$ cat src/rtl/fetch_pkg.sv
// Shared types and constants for the instruction fetch front-end.
package fetch_pkg;
  localparam int INSTR_W = 32;
  localparam int BYTE_W  = 8;
  localparam logic [INSTR_W-1:0] RESET_PC_DEF = 32'h0000_0000;

  typedef enum logic {
    FETCH = 1'b0,
    HOLD  = 1'b1
  } fetch_state_t;

  typedef struct packed {
    logic [INSTR_W-1:0] instr;
    logic [INSTR_W-1:0] pc;
  } instr_entry_t;
endpackage

$ cat src/rtl/sync_fifo.sv
// Single-clock FIFO with synchronous flush; head is presented combinationally.
module sync_fifo #(
  parameter int DATA_W = 64,
  parameter int DEPTH  = 4
) (
  input  logic                         clk,
  input  logic                         reset,
  input  logic                         flush,
  input  logic                         push,
  input  logic [DATA_W-1:0]            push_data,
  input  logic                         pop,
  output logic [DATA_W-1:0]            pop_data,
  output logic                         valid,
  output logic [$clog2(DEPTH+1)-1:0]   count
);
  localparam int PTR_W = $clog2(DEPTH);
  localparam int CNT_W = $clog2(DEPTH+1);

  logic [DATA_W-1:0] mem [DEPTH];
  logic [PTR_W-1:0]  wr_ptr, rd_ptr;
  logic              pop_fire, push_fire;

  assign valid     = (count != '0);
  assign pop_fire  = pop && valid;
  assign push_fire = push && ((count != CNT_W'(DEPTH)) || pop_fire);
  assign pop_data  = mem[rd_ptr];

  always_ff @(posedge clk or posedge reset) begin
    if (reset) begin
      wr_ptr <= '0;
      rd_ptr <= '0;
      count  <= '0;
    end else if (flush) begin
      wr_ptr <= '0;
      rd_ptr <= '0;
      count  <= '0;
    end else begin
      if (push_fire) wr_ptr <= wr_ptr + 1'b1;
      if (pop_fire)  rd_ptr <= rd_ptr + 1'b1;
      count <= count + CNT_W'(push_fire) - CNT_W'(pop_fire);
    end
  end

  // Storage carries no reset; occupancy alone decides what is visible.
  always_ff @(posedge clk) begin
    if (push_fire && !flush) mem[wr_ptr] <= push_data;
  end
endmodule

$ cat src/rtl/instr_fetch_queue.sv
// Byte-serial instruction fetch: assembles big-endian words and queues them with their PC.
module instr_fetch_queue
  import fetch_pkg::*;
#(
  parameter int                 DEPTH    = 4,
  parameter logic [INSTR_W-1:0] RESET_PC = RESET_PC_DEF
) (
  input  logic                       clk,
  input  logic                       reset,
  output logic                       mem_req,
  output logic [INSTR_W-1:0]         mem_addr,
  input  logic                       mem_ack,
  input  logic [BYTE_W-1:0]          mem_rdata,
  input  logic                       redirect_valid,
  input  logic [INSTR_W-1:0]         redirect_pc,
  output logic                       instr_valid,
  output logic [INSTR_W-1:0]         instr,
  output logic [INSTR_W-1:0]         instr_pc,
  input  logic                       instr_ready,
  output logic [$clog2(DEPTH+1)-1:0] queue_count,
  output logic                       misalign_err
);
  localparam int CNT_W = $clog2(DEPTH+1);

  fetch_state_t                  state, state_nxt;
  logic [INSTR_W-1:0]            fetch_pc;
  logic [1:0]                    byte_idx;
  logic [INSTR_W-BYTE_W-1:0]     asm_word;
  logic                          byte_fire, word_done, push, pop_fire;
  logic [CNT_W-1:0]              count_after;
  instr_entry_t                  push_entry, head_entry;

  // Reset gates the request so it drops the instant reset is asserted.
  assign mem_req     = (state == FETCH) && !reset;
  assign mem_addr    = fetch_pc + {{(INSTR_W-2){1'b0}}, byte_idx};
  assign byte_fire   = mem_req && mem_ack;
  assign word_done   = byte_fire && (byte_idx == 2'd3);
  assign push        = word_done && !redirect_valid;
  assign pop_fire    = instr_valid && instr_ready;
  assign count_after = queue_count + CNT_W'(1) - CNT_W'(pop_fire);
  assign push_entry  = '{instr: {asm_word, mem_rdata}, pc: fetch_pc};

  assign instr    = head_entry.instr;
  assign instr_pc = head_entry.pc;

  // A word completing into the last free slot parks the fetcher, so the
  // next word can never start without space for it.
  always_comb begin
    state_nxt = state;
    case (state)
      FETCH:   if (word_done && (count_after == CNT_W'(DEPTH))) state_nxt = HOLD;
      HOLD:    if (queue_count < CNT_W'(DEPTH)) state_nxt = FETCH;
      default: state_nxt = FETCH;
    endcase
    if (redirect_valid) state_nxt = FETCH;
  end

  always_ff @(posedge clk or posedge reset) begin
    if (reset) begin
      state        <= FETCH;
      fetch_pc     <= RESET_PC;
      byte_idx     <= 2'd0;
      misalign_err <= 1'b0;
    end else begin
      state <= state_nxt;
      if (redirect_valid) begin
        fetch_pc <= {redirect_pc[INSTR_W-1:2], 2'b00};
        byte_idx <= 2'd0;
        if (redirect_pc[1:0] != 2'b00) misalign_err <= 1'b1;
      end else if (byte_fire) begin
        byte_idx <= byte_idx + 2'd1;
        if (byte_idx == 2'd3) fetch_pc <= fetch_pc + 32'd4;
      end
    end
  end

  // Upper three bytes are held here; the fourth goes straight into the queue.
  always_ff @(posedge clk) begin
    if (byte_fire) begin
      case (byte_idx)
        2'd0:    asm_word[23:16] <= mem_rdata;
        2'd1:    asm_word[15:8]  <= mem_rdata;
        2'd2:    asm_word[7:0]   <= mem_rdata;
        default: ;
      endcase
    end
  end

  sync_fifo #(
    .DATA_W (2*INSTR_W),
    .DEPTH  (DEPTH)
  ) u_fifo (
    .clk       (clk),
    .reset     (reset),
    .flush     (redirect_valid),
    .push      (push),
    .push_data (push_entry),
    .pop       (instr_ready),
    .pop_data  (head_entry),
    .valid     (instr_valid),
    .count     (queue_count)
  );
endmodule
$ cat config.mk
export PLATFORM = sky130hd
export DESIGN_NAME = instr_fetch_queue
export DESIGN_NICKNAME = d
export VERILOG_FILES = /design/src/rtl/fetch_pkg.sv /design/src/rtl/sync_fifo.sv /design/src/rtl/instr_fetch_queue.sv
export SDC_FILE = /design/constraint.sdc
export NUM_CORES = 1
export LEC_CHECK = 0
export ABC_AREA = 1
export CAP_MARGIN = 20
export CORE_MARGIN = 1
export CORE_UTILIZATION = 55
export DETAILED_ROUTE_END_ITERATION = 10
export GPL_TIMING_DRIVEN = 0
export PLACE_DENSITY = 0.75
export SLEW_MARGIN = 20
export SYNTH_ARGS = -nofsm -noshare
export SYNTH_HDL_FRONTEND = slang
export SYNTH_SLANG_ARGS = --single-unit
$ cat constraint.sdc
create_clock -name clk -period 5 [get_ports clk]
set_input_delay 0.75 -clock clk [delete_from_list [all_inputs] [get_ports clk]]
set_output_delay 0.75 -clock clk [all_outputs]
set_load 0.05 [all_outputs]
After elaboration in Yosys (flattened, before gate mapping)

Memory sizes are Yosys's and may differ from the RTL's.
Cells that the tools add are included.

Register bits: 67
Latch bits: 0
Memory bits (writable): 256
ROM bits: 0
Input port bits: 45
Output and inout port bits: 102
Logic and storage cells: 66
Memories kept: 1

Memory list:

| name       | words | width | read ports | clocked after memory_dff | wr ports | RTL line        | RTL |
|---|---|---|---|---|---|---|---|
| u_fifo.mem | 4     | 64    | 1          | 0                        | 1        | sync_fifo.sv:19 | `logic [DATA_W-1:0] mem [DEPTH];` |

$add $sub $neg: 9
Multipliers: 0
Div/mod/pow operators: 0
Magnitude comparators: 1
Equal/unequal tests: 5
Shift-type cells: 0
Muxes and demuxes: 16
Bitwise operators: 1
Reduce and logical (&&, ||, !) cells: 23

Operators with widths:

| kind                    | count |
|---|---|
| $mux W32                | 3 |
| $add A32 B2 Y32         | 1 |
| $add A32 B3 Y32 const B | 1 |
| $mux W2                 | 6 |
| $reduce_and A2 Y1       | 5 |
| $reduce_bool A2 Y1      | 5 |
| $logic_and A1 B1 Y1     | 8 |
| $add A2 B1 Y2 const B   | 3 |
| $sub A3 B1 Y3           | 2 |
| $mux W1                 | 5 |
| $eq A2 B2 Y1 const B    | 2 |
| $add A3 B1 Y3           | 1 |
| $add A3 B1 Y3 const B   | 1 |
| $eq A3 B3 Y1 const B    | 1 |
| $lt A3 B3 Y1 const B    | 1 |
| $mux W3                 | 1 |
| $ne A3 B3 Y1 const B    | 1 |
| $reduce_bool A3 Y1      | 1 |
| $eq A2 B1 Y1 const B    | 1 |
| $logic_not A1 Y1        | 2 |
| $logic_not A2 Y1        | 1 |
| $pmux W1 S2             | 1 |
| $logic_or A1 B1 Y1      | 1 |
| $not A1 Y1              | 1 |

Logic depth before layout (Yosys ltp)

Depth in word-level cells: 9
Mapped depth: 11
Depth with buffers taken out: 11

Modules after synthesis

Synthesis repeated with hierarchy kept, for this count alone.

Cells, all modules: 1125
Area, all modules: 13681.9 µm²

By module, submodules not included:

| module            | times used | cells an instance | area an instance (µm²) | sequential area each (µm²) |
|---|---|---|---|---|
| sync_fifo         | 1          | 682               | 10179.8                | 7862.5 |
| instr_fetch_queue | 1          | 443               | 3502.1                 | 1571.5 |

Worst setup path before layout

Ideal clock, no wire load.

Kind: input-to-reg
Start: in reset
End: mem u_fifo.mem[0][10] (enable)
Arrival: 4363 ps
Slack: 155 ps
Stages: 5
Path buffers: 0
Cell sequence: nor2_2 nand3_4 nor2_8 nand2_2 nor2_1

Cells in the longest elaborated chain, start to end: 9

RTL lines:

| element                       | RTL line                | RTL |
|---|---|---|
| start, declared               | instr_fetch_queue.sv:9  | `input logic reset,` |
| $logic_not A1 Y1 (no line)    | n/a                     |  |
| $logic_and A1 B1 Y1           | instr_fetch_queue.sv:34 | `assign mem_req = (state == FETCH) && !reset;` |
| $logic_and A1 B1 Y1           | instr_fetch_queue.sv:36 | `assign byte_fire = mem_req && mem_ack;` |
| $logic_and A1 B1 Y1           | instr_fetch_queue.sv:37 | `assign word_done = byte_fire && (byte_idx == 2'd3);` |
| $logic_and A1 B1 Y1           | instr_fetch_queue.sv:38 | `assign push = word_done && !redirect_valid;` |
| $logic_and A1 B1 Y1           | sync_fifo.sv:25         | `assign push_fire = push && ((count != CNT_W'(DEPTH)) \|\| pop_fire);` |
| $logic_and A1 B1 Y1           | sync_fifo.sv:46         | `if (push_fire && !flush) mem[wr_ptr] <= push_data;` |
| $mux W1                       | sync_fifo.sv:46         |  |
| $mux W1 (not written as such) | sync_fifo.sv:46         |  |
| end, declared                 | sync_fifo.sv:19         |  |

Every way passes these cells.

Final worst setup path

Start: reg u_fifo.rd_ptr[0]
End: out instr_pc[15]

Cells in the longest elaborated chain, start to end: 1

RTL lines:

| element                | RTL line                | RTL |
|---|---|---|
| start, declared        | sync_fifo.sv:20         | `logic [PTR_W-1:0] wr_ptr, rd_ptr;` |
| start signal, assigned | sync_fifo.sv:39         | `if (pop_fire) rd_ptr <= rd_ptr + 1'b1;` |
| $mem_v2 Z4 W64         | n/a                     |  |
| end, declared          | instr_fetch_queue.sv:18 | `output logic [INSTR_W-1:0] instr_pc,` |

Every way passes these cells.

==> impl_metrics.env <==
export IMPL_p_switching_mw=2.607
export IMPL_peakVddDrop_mv=0.3044
export IMPL_dp_hpwl_um=20730
export IMPL_required_ps=4250
export IMPL_pwr_share_clk_pct=31.2
export IMPL_cts_buffers=30
export IMPL_yosys_register_bits=313
export IMPL_rsz0062_at_grt="no"
export IMPL_crit_path_start_kind="flip-flop"
export IMPL_crit_start="u_fifo.rd_ptr[0]$_DFFE_PP0P_"
export IMPL_max_cap_violations=0
export IMPL_finalSetupViolations=0
export IMPL_track_usage_pct=26.08
export IMPL_highest_layer="met4"
export IMPL_fp_coreArea_um2=22850
export IMPL_netlist_area_leader_share_pct=63.15
export IMPL_wl_met2_um=15270
export IMPL_worst_slew_margin_rel_pct=40.87
export IMPL_synthCells=1085
export IMPL_cts_resized=0
export IMPL_yosys_cell_types_count=39
export IMPL_ys_top_cells_by_area="edfxtp_1 63%, dfrtp_1 7.9%, nor2_1 5.1%, o21ai_0 5.0%, nand2_1 4.2%"
export IMPL_met3_length_um=2307
export IMPL_reg2reg_from="state$_DFF_PP0_"
export IMPL_portBuffers=143
export IMPL_path_class="flip-flop to output port"
export IMPL_vias_per_cell=5.626
export IMPL_drc=0
export IMPL_overflow=0
export IMPL_seq_area_um2=9194
export IMPL_final_antenna_net_count=0
export IMPL_grt_max_degree=25
export IMPL_yosysWarnings=0
export IMPL_layout_nets=1332
export IMPL_final_layout_size_suffix_gt1_share_pct=8.558
export IMPL_grt_pass1_vias=8626
export IMPL_numClockSinks=313
export IMPL_multi_input_area_um2=3216
export IMPL_cts_setup_buffers=0
export IMPL_cts_hold_buf=0
export IMPL_syn_avg_cell_area_um2=11.92
export IMPL_ioPinCount=147
export IMPL_antenna_found_initial=0
export IMPL_clk_latency_ps=560
export IMPL_cp_arrival_ps=3160
export IMPL_wl_per_cell_um=19.05
export IMPL_clockBufferDepth=3
export IMPL_rrSetupSlack_ps=2280
export IMPL_start_util_pct=56.61
export IMPL_period_minus_slack_ps=3911
export IMPL_first_iter_violations=656
export IMPL_cts_tree="done"
export IMPL_hold_path_cell_count=1
export IMPL_placed_cell_area_um2=15080
export IMPL_fillers=1621
export IMPL_p_per_area_nw_per_um2=470.4
export IMPL_clkTransAtPathRegs_ps=60
export IMPL_combinationalPowerShare_pct=29.4
export IMPL_fp_dieH_um=155.4
export IMPL_min_from="misalign_err$_DFFE_PP0P_"
export IMPL_synth_cell_area_um2=12930
export IMPL_dieWidth_um=155.4
export IMPL_status="finished, final reports clean"
export IMPL_crit_path_max_fanout=10
export IMPL_cts_root_buf="clkbuf_16"
export IMPL_p_leak_nw=5.734
export IMPL_area_growth_syn_to_layout_pct=24.69
export IMPL_hold_worst_slack_ps=478.9
export IMPL_end_kind="output port"
export IMPL_yosysSeqAreaShare_pct=71.08
export IMPL_fmax_mhz=255.7
export IMPL_n_antenna_cell=0
export IMPL_skew_ps=23.93
export IMPL_cts_max_level=1
export IMPL_place_inst=1554
export IMPL_first_pass_iters=7
export IMPL_place_gp_congestion=0.8782
export IMPL_grt_pass1_wl_um=47710
export IMPL_vias=9058
export IMPL_drv_slew=0
export IMPL_hp_class="flip-flop to flip-flop"
export IMPL_instances_no_fill=1610
export IMPL_drt_total_wl_um=30680
export IMPL_finalHoldViolCount=0
export IMPL_tightest_slew_ps=883.7
export IMPL_final_area_um2=16130
export IMPL_wl_met1_um=12340
export IMPL_seqPwrFrac_pct=39.4
export IMPL_internal_power_mw=4.979
export IMPL_die_area_um2=24130
export IMPL_core_rowCount=55
export IMPL_r2r_cells=7
export IMPL_fin_crit_sh_pct=78.22
export IMPL_yosys_area_top_type="edfxtp_1"
export IMPL_swShare_pct=34.37
## layout by cell type (no fill, tap or decap), types with 5 or more instances in the layout
cell type,instances
nor2_2,7
nand3_1,41
buf_16,7
nand2_1,146
xnor2_1,6
edfxtp_1,272
bufinv_16,6
o22ai_1,62
ha_1,13
xor2_1,5
nor2_1,172
dfrtp_1,41
inv_2,5
nor2_4,10
clkbuf_1,66
buf_12,5
clkinv_1,6
clkdlybuf4s50_1,143
clkbuf_16,30
a21oi_1,8
inv_1,45
o211ai_1,7
buf_2,12
o21ai_0,130
o21ai_1,5
clkinv_2,9
## stage by stage
| stage | setup slack [ps] | util (%) | power [mW] | TNS [ps] |
|---|---|---|---|---|
| after detailed placement | 1514 | 66.02 | 5.262 | 0 |
| after floorplan | 155.1 | - | 4.454 | 0 |
| final | 1089 | 70.59 | 7.586 | 0 |
| after CTS | 1071 | 70.59 | 7.615 | 0 |
| after global placement | -2041 | 64.61 | 5.231 | -488990 |
| after global routing | 981.4 | 70.59 | 7.857 | 0 |
## worst max-delay path, cell delays in order (launching register included)
cell and delay, ps:
dfrtp_1 370, buf_2 190, clkinv_1 200, buf_2 290, buf_2 300, nor2_1 70
o22ai_1 320, clkdlybuf4s50_1 890
## final timing paths
kind                                                to
min reg2reg                   misalign_err$_DFFE_PP0P_
min                           misalign_err$_DFFE_PP0P_
max in group asynchronous     fetch_pc[16]$_DFFE_PP0P_
min in group asynchronous     fetch_pc[27]$_DFFE_PP0P_
max reg2reg                u_fifo.mem[3][53]$_DFFE_PP_
max                                       instr_pc[15]
## cell type report
type                    count  area share (%)
inverters                  53           1.234
well taps                 313           2.428
clock inverters            20           1.614
flip-flops and latches    313           57.01
plain buffers              80           2.227
repair buffers            155           10.69
clock buffers              36           4.857
multi-input cells         640           19.94
## registers in the layout, indices dropped and copies added, names as in the netlist
name	count
asm_word	24
u_fifo.count	3
u_fifo.mem	248
u_fifo.wr_ptr	2
u_fifo.rd_ptr	2
byte_idx	2
misalign_err	1
fetch_pc	30
state	1
## power groups by stage
stage                     logic [mW]  clock network (mW)  registers, mW
after floorplan                 1.41                   0           3.04
after CTS                       2.24                2.40           2.98
after global routing            2.36                2.51           2.99
after global placement          2.20                   0           3.04
after detailed placement        2.22                   0           3.04
final                           2.23                2.37           2.99
## synthesized netlist by cell type
cell type      instances
o21bai_1               4
and2_1                 1
xnor2_1                6
o21ai_1                5
conb_1                 1
nor3_1                 2
buf_2                 12
clkbuf_8               2
xor2_1                 5
nor2_4                 6
clkinv_1               3
inv_2                  4
clkbuf_1              61
nand3_4                1
dlygate4sd1_1          1
o211ai_1               7
a31oi_1                1
or2_1                  1
a21oi_1                8
nor2_8                 2
edfxtp_1             272
nand2_1              146
nand4_1                3
inv_1                 46
fa_1                   1
o22ai_1               62
a22oi_1                1
buf_4                  3
nand2_4                2
ha_1                  13
nor2_1               176
nand3_1               41
buf_6                  1
o21ai_0              130
nand3_2                2
nand2_2                4
nor2_2                 7
a211oi_1               1
dfrtp_1               41
## logic make-up (layout without fill, tap and decap cells)
family | Yosys count | in the layout | synth area share (%)
DFF | 313 | 313 | 71.08
and+or+nand+nor | 394 | 394 | 13.08
AOI/OAI and AO/OA | 219 | 219 | 9.335
buffers and inverters | 133 | 344 | 4.315
other | 1 | 2 | 0.02899
xor gates and xnor gates | 11 | 11 | 0.7449
adders and majority gates | 14 | 14 | 1.412
## routing by layer
layer / vias up / track usage (%)
met5: - / 0
met4: 0 / 7.890
met3: 62 / 2.591
met2: 444 / 43.52
met1: 4369 / 36.60
li1: 4183 / -
No activity file was read; power rests on OpenSTA's default activity.
